File: src/rtl/uarch_pkg.sv
// Shared micro-architecture constants and types for the front end.
// Fetch-queue defaults are taken from here by fetch_queue and its helpers.
package uarch_pkg;

    localparam int CPU_ADDR_BITS     = 32;
    localparam int CPU_INST_BITS     = 32;
    localparam int CPU_FETCH_WIDTH   = 2;
    localparam int CPU_PIPE_WIDTH    = 2;
    localparam int FETCH_QUEUE_DEPTH = 8;

    typedef struct packed {
        logic [CPU_ADDR_BITS-1:0] pc;
        logic [CPU_INST_BITS-1:0] inst;
    } fetch_entry_t;

endpackage

File: src/rtl/fetch_lane_compact.sv
// Packs the contiguous valid run of a fetch packet down to lane 0 and
// derives each packed lane's PC from the packet base PC.
module fetch_lane_compact
    import uarch_pkg::*;
#(
    parameter int FETCH_WIDTH = CPU_FETCH_WIDTH,
    parameter int ADDR_BITS   = CPU_ADDR_BITS,
    parameter int INST_BITS   = CPU_INST_BITS
) (
    input  logic [FETCH_WIDTH-1:0]           i_mask,
    input  logic [ADDR_BITS-1:0]             i_base_pc,
    input  logic [FETCH_WIDTH*INST_BITS-1:0] i_lanes,
    output logic [$clog2(FETCH_WIDTH+1)-1:0] o_num,
    output logic [FETCH_WIDTH*INST_BITS-1:0] o_insts,
    output logic [FETCH_WIDTH*ADDR_BITS-1:0] o_pcs
);

    localparam int LN_W = $clog2(FETCH_WIDTH + 1);

    logic [LN_W-1:0] w_start;

    // Downward scan leaves the lowest set lane as the start index.
    always_comb begin
        w_start = '0;
        o_num   = '0;
        for (int i = FETCH_WIDTH - 1; i >= 0; i--) begin
            if (i_mask[i]) begin
                w_start = LN_W'(i);
            end
        end
        for (int i = 0; i < FETCH_WIDTH; i++) begin
            o_num = o_num + LN_W'(i_mask[i]);
        end
    end

    genvar gi;
    generate
        for (gi = 0; gi < FETCH_WIDTH; gi++) begin : g_lane
            logic [LN_W:0] w_src;
            assign w_src = (LN_W+1)'(w_start) + (LN_W+1)'(gi);
            assign o_insts[gi*INST_BITS +: INST_BITS] =
                (w_src < (LN_W+1)'(FETCH_WIDTH)) ? i_lanes[w_src*INST_BITS +: INST_BITS] : '0;
            assign o_pcs[gi*ADDR_BITS +: ADDR_BITS] = i_base_pc + (ADDR_BITS'(w_src) << 2);
        end
    endgenerate

endmodule

File: src/rtl/fetch_queue.sv
// Instruction-granular fetch-to-decode queue: circular {pc, inst} storage,
// compacted multi-lane writes and prefix consumption by decode.
module fetch_queue
    import uarch_pkg::*;
#(
    parameter int FETCH_WIDTH = CPU_FETCH_WIDTH,
    parameter int PIPE_WIDTH  = CPU_PIPE_WIDTH,
    parameter int DEPTH       = FETCH_QUEUE_DEPTH,
    parameter int ADDR_BITS   = CPU_ADDR_BITS,
    parameter int INST_BITS   = CPU_INST_BITS
) (
    input  logic                              clk,
    input  logic                              rst_n,
    input  logic                              flush,
    input  logic                              fetch_val,
    input  logic [ADDR_BITS-1:0]              fetch_pc,
    input  logic [FETCH_WIDTH*INST_BITS-1:0]  fetch_insts,
    input  logic [FETCH_WIDTH-1:0]            fetch_mask,
    output logic                              fetch_rdy,
    output logic [PIPE_WIDTH-1:0]             dec_val,
    output logic [PIPE_WIDTH*INST_BITS-1:0]   dec_insts,
    output logic [PIPE_WIDTH*ADDR_BITS-1:0]   dec_pcs,
    input  logic [$clog2(PIPE_WIDTH+1)-1:0]   dec_take,
    output logic [$clog2(DEPTH+1)-1:0]        count
);

    localparam int PTR_W  = $clog2(DEPTH);
    localparam int CNT_W  = $clog2(DEPTH + 1);
    localparam int TAKE_W = $clog2(PIPE_WIDTH + 1);
    localparam int LN_W   = $clog2(FETCH_WIDTH + 1);

    logic [ADDR_BITS-1:0] r_pc_mem   [DEPTH];
    logic [INST_BITS-1:0] r_inst_mem [DEPTH];
    logic [PTR_W-1:0]     r_head;
    logic [PTR_W-1:0]     r_tail;
    logic [CNT_W-1:0]     r_count;

    logic [LN_W-1:0]                  w_num;
    logic [LN_W-1:0]                  w_wr_num;
    logic [FETCH_WIDTH*INST_BITS-1:0] w_lane_insts;
    logic [FETCH_WIDTH*ADDR_BITS-1:0] w_lane_pcs;
    logic                             w_accept;
    logic [TAKE_W-1:0]                w_avail;
    logic [TAKE_W-1:0]                w_eff_take;

    fetch_lane_compact #(
        .FETCH_WIDTH (FETCH_WIDTH),
        .ADDR_BITS   (ADDR_BITS),
        .INST_BITS   (INST_BITS)
    ) u_compact (
        .i_mask    (fetch_mask),
        .i_base_pc (fetch_pc),
        .i_lanes   (fetch_insts),
        .o_num     (w_num),
        .o_insts   (w_lane_insts),
        .o_pcs     (w_lane_pcs)
    );

    // Readiness looks only at registered occupancy, so a full queue stays
    // not-ready for the cycle in which decode drains it.
    assign fetch_rdy  = (r_count <= CNT_W'(DEPTH - FETCH_WIDTH));
    assign w_accept   = fetch_val & fetch_rdy & ~flush;
    assign w_wr_num   = w_accept ? w_num : '0;
    assign w_avail    = (r_count >= CNT_W'(PIPE_WIDTH)) ? TAKE_W'(PIPE_WIDTH) : TAKE_W'(r_count);
    assign w_eff_take = (dec_take > w_avail) ? w_avail : dec_take;
    assign count      = r_count;

    genvar gi;
    generate
        for (gi = 0; gi < PIPE_WIDTH; gi++) begin : g_rd
            logic [PTR_W-1:0] w_idx;
            assign w_idx        = r_head + PTR_W'(gi);
            assign dec_val[gi]  = (r_count > CNT_W'(gi));
            assign dec_insts[gi*INST_BITS +: INST_BITS] = dec_val[gi] ? r_inst_mem[w_idx] : '0;
            assign dec_pcs[gi*ADDR_BITS +: ADDR_BITS]   = dec_val[gi] ? r_pc_mem[w_idx]   : '0;
        end
    endgenerate

    // Storage carries no reset; pointers and count alone define validity.
    always_ff @(posedge clk) begin
        if (w_accept) begin
            for (int k = 0; k < FETCH_WIDTH; k++) begin
                if (k < int'(w_num)) begin
                    r_pc_mem[r_tail + PTR_W'(k)]   <= w_lane_pcs[k*ADDR_BITS +: ADDR_BITS];
                    r_inst_mem[r_tail + PTR_W'(k)] <= w_lane_insts[k*INST_BITS +: INST_BITS];
                end
            end
        end
    end

    always_ff @(posedge clk or negedge rst_n) begin
        if (!rst_n) begin
            r_head  <= '0;
            r_tail  <= '0;
            r_count <= '0;
        end else if (flush) begin
            r_head  <= '0;
            r_tail  <= '0;
            r_count <= '0;
        end else begin
            r_head  <= r_head + PTR_W'(w_eff_take);
            r_tail  <= r_tail + PTR_W'(w_wr_num);
            r_count <= r_count + CNT_W'(w_wr_num) - CNT_W'(w_eff_take);
        end
    end

endmodule

File: config.mk
export PLATFORM = sky130hd
export DESIGN_NAME = fetch_queue
export DESIGN_NICKNAME = d
export VERILOG_FILES = /design/src/rtl/uarch_pkg.sv /design/src/rtl/fetch_lane_compact.sv /design/src/rtl/fetch_queue.sv
export SDC_FILE = /design/constraint.sdc
export NUM_CORES = 1
export LEC_CHECK = 0
export ABC_AREA = 1
export CAP_MARGIN = 5
export CORE_MARGIN = 3
export CORE_UTILIZATION = 50
export CTS_BUF_LIST = sky130_fd_sc_hd__clkbuf_16
export CTS_CLUSTER_DIAMETER = 200
export CTS_CLUSTER_SIZE = 20
export DETAILED_ROUTE_END_ITERATION = 10
export HOLD_SLACK_MARGIN = 0.15
export PLACE_DENSITY = 0.72
export SYNTH_ARGS = -nofsm -noshare
export SYNTH_HDL_FRONTEND = slang
export SYNTH_SLANG_ARGS = --single-unit
File: constraint.sdc
create_clock -name clk -period 9.2 [get_ports clk]
set_clock_uncertainty 0.1 [all_clocks]
set_input_delay 1.84 -clock clk [delete_from_list [all_inputs] [get_ports clk]]
set_output_delay 1.84 -clock clk [all_outputs]
set_load 0.05 [all_outputs]
==> results.md <==
- CTS Buf Count: 30
- CP max-delay cell: dfrtp_4
- Post-synth EDFFs: 512
- Sequence of cells on the critical path: ha_4, buf_4, nand2_1, o21ai_0, a21oi_1, nor3_1, clkdlybuf4s50_1
- Row count: 94
- GR Overflow Total: 0
- Setup CP Type: reg -> out
- Top-count cell post-synth: nand2_1
- Max Cap Violations: 0
- Clk buf depth: 3
- Hold crit path type: reg -> reg
- Die area: 69760 um^2
- Crit path buffers/inverters: 2
- Share of cells above drive strength 1: 0.04080
- Postcts setup bufs: 0
- Routed wire per std cell: 20.49 um
- Dpl hpwl: 65460 um
- # resized after CTS: 0
- Area growth syn-to-layout: 10.72%
- Drt total wl: 109600 um
- Vias in the first global route: 29120
- Post-synth top flop: edfxtp_1
- Synth top area share: 0.4615
- Worst-Margin Slew: 1.316 ns
- Hold Crit Endpoint: r_tail[2]
- Hold path start: r_tail[2]
- CTS tree: done
- Worst r2r src: count[3]
- Power consumption: 11010 uW
- Static leakage: 0.01498 uW
- Final Cycle Share: 0.7496
- H-tree Lvls: 1
- Die width: 264.1 um
- Period minus WS final: 6.896 ns
- # setup viols final: 0
- First-pass GRT wire length: 165900 um
- Buffers on Ports: 238
- Endpoint class of the critical path: output pin
- Remaining DRCs: 0
- Starting DRT DRC Count: 3737
- Sink Count: 522
- Fmax: 0.1450 GHz
- VDD IR max: 0.0003160 V
- Async SR Flop Fraction: 0.01916
- Highest metal used: met4
- Ports: 239
- Post-synthesis cell count: 4473
- Pre-Repair DR Iteration Count: 6
- Slowest stage delay, CP: 1.03 ns
- Remaining antenna violation count after routing: 0
- Metal2 WL: 52240 um
- Hold slack: 0.5820 ns
- Final hold vios: 0
- Antenna cells: 0
- Most area-consuming cells after synthesis: edfxtp_1 (46%), nand2_1 (16%), o21ai_0 (11%)
- Post-Syn Nets: 4602
- Initial antenna violation count: 0
- Final GP Congestion: 0.9852
- Synthesized cell area: 33310 um^2
- End of the worst register-to-register path: r_pc_mem[7][9]
- Via count: 31690
- Core area: 65860 um^2
- Slew Limit Fails: 0
- Setup crit start kind: flop
- Synth unique cells: 31
- Worst Path Arrival: 4.96 ns
- M1 wire length: 41290 um
- CP top delay family: buffers and inverters
- Number of hold buffers added after cts: 0
- Pwr/cell area: 298.5 nW/um^2
- Synth warn: 0
- Total GRT Usage: 0.3004
- Clock Pin Slew Worst Setup and Hold Paths: 0.09 ns
- Vias per cell: 5.924
- Worst-case reg-to-reg path depth: 10
- Slew Limit Headroom: 0.1216
- Register area share after synthesis: 0.4690
- Setup TNS: 0 ns
- Die Span Y: 264.1 um
- Syn avg cell area: 7.448 um^2
- Synth area leader: edfxtp_1
- Top cells by count, synth: nand2_1 (1387), o21ai_0 (699), edfxtp_1 (512), a21oi_1 (384), nor2_1 (330)
- Hold path cells: 2
- WP data required: 7.26 ns
- Seq cells post-synth: 522
- Initial Util: 0.5058
- Reg2Reg Setup Slack: 4.93 ns
- Met3 WL: 11050 um
- Critical path peak fanout: 90
- Largest net degree at the start of global routing: 241
- Status: finished, final reports clean
- Nets: 4590
- Clock Root Buffer: clkbuf_16
- RSZ-0062 raised after global routing: false
- Clk_lat worst skew: 0.63 ns
[power by group]
part	internal (uW)	total (uW)	switching, uW
clock	615	1450	832
sequential	2700	2840	144
combinational	1970	6720	4750
[logic make-up (layout without fill, tap and decap cells)]
| family | Yosys count | after routing | share of synthesized area |
|---|---|---|---|
| flops | 522 | 522 | 0.4690 |
| simple gates | 2122 | 2122 | 0.2579 |
| xor+xnor | 41 | 41 | 0.01123 |
| fa+ha+maj | 25 | 25 | 0.01052 |
| buf+inv | 598 | 610 | 0.07132 |
| compound gates | 1165 | 1165 | 0.1800 |
[per-layer routing]
| metal | up-vias | global-route usage |
|---|---|---|
| met1 | 14580 | 0.3872 |
| met4 | 0 | 0.1334 |
| met2 | 1810 | 0.5045 |
| met3 | 316 | 0.04322 |
| met5 | - | 0 |
| li1 | 14980 | - |
[cell type report]
class / instances / area (um^2)
Clock buffer: 31 / 775.7
Clock inverter: 25 / 110.1
Fill cell: 6127 / 28980
Inverter: 267 / 1010
Multi-Input combinational cell: 3353 / 15510
Sequential cell: 522 / 15640
Tap cell: 864 / 1081
Timing Repair Buffer: 287 / 2763
[through the flow]
stage / util / cells / setup WS [ns] / area [um^2]
global placement: 0.5466 / 5293 / 3.046 / 36000
global route: 0.5600 / 5349 / 2.005 / 36880
finish: 0.5600 / 5349 / 2.304 / 36880
CTS: 0.5600 / 5349 / 2.339 / 36880
detailed placement: 0.5466 / 5293 / 3.024 / 36000
floorplan: - / 4473 / 1.578 / 33310
[worst max-delay path by stage]
stage | from | endpoint | slack [ns] | depth (start not counted)
floorplan | fetch_val | r_inst_mem[0][0] | 1.58 | 6
global placement | r_head[0] | dec_pcs[61] | 3.05 | 7
detailed placement | flush | r_pc_mem[7][9] | 3.02 | 8
CTS | r_head[0] | dec_pcs[34] | 2.34 | 7
global route | r_head[0] | dec_pcs[58] | 2.01 | 7
finish | r_head[0] | dec_pcs[34] | 2.30 | 7
[registers in the layout (all words and copies together), names as in the netlist]
| name | cells |
|---|---|
| r_head | 3 |
| r_pc_mem | 256 |
| r_inst_mem | 256 |
| count | 4 |
| r_tail | 3 |
[placed cells by master, fill, tap and decap left out, types with 6 or more instances in the layout]
master / Yosys / layout
nand2_1: 1387 / 1379
o21ai_0: 699 / 691
edfxtp_1: 512 / 512
a21oi_1: 384 / 384
nor2_1: 330 / 329
inv_1: 266 / 289
nand3_1: 263 / 263
clkdlybuf4s50_1: 0 / 238
o211ai_1: 65 / 65
or2_2: 63 / 63
nor3_1: 64 / 63
buf_4: 1 / 48
clkbuf_16: 0 / 31
xor2_1: 30 / 29
ha_1: 20 / 18
o21ai_1: 15 / 15
xnor2_1: 9 / 9
nand2_4: 0 / 8
o21ai_4: 0 / 8
dfrtp_1: 10 / 7
nor2_2: 6 / 6
[tightest hold or removal path, stage by stage, from the launching register on]
cell and delay [ns]:
dfrtp_1 0.47, xnor2_1 0.15, nor2_1 0.04
No activity file was read; power rests on OpenSTA's default activity.
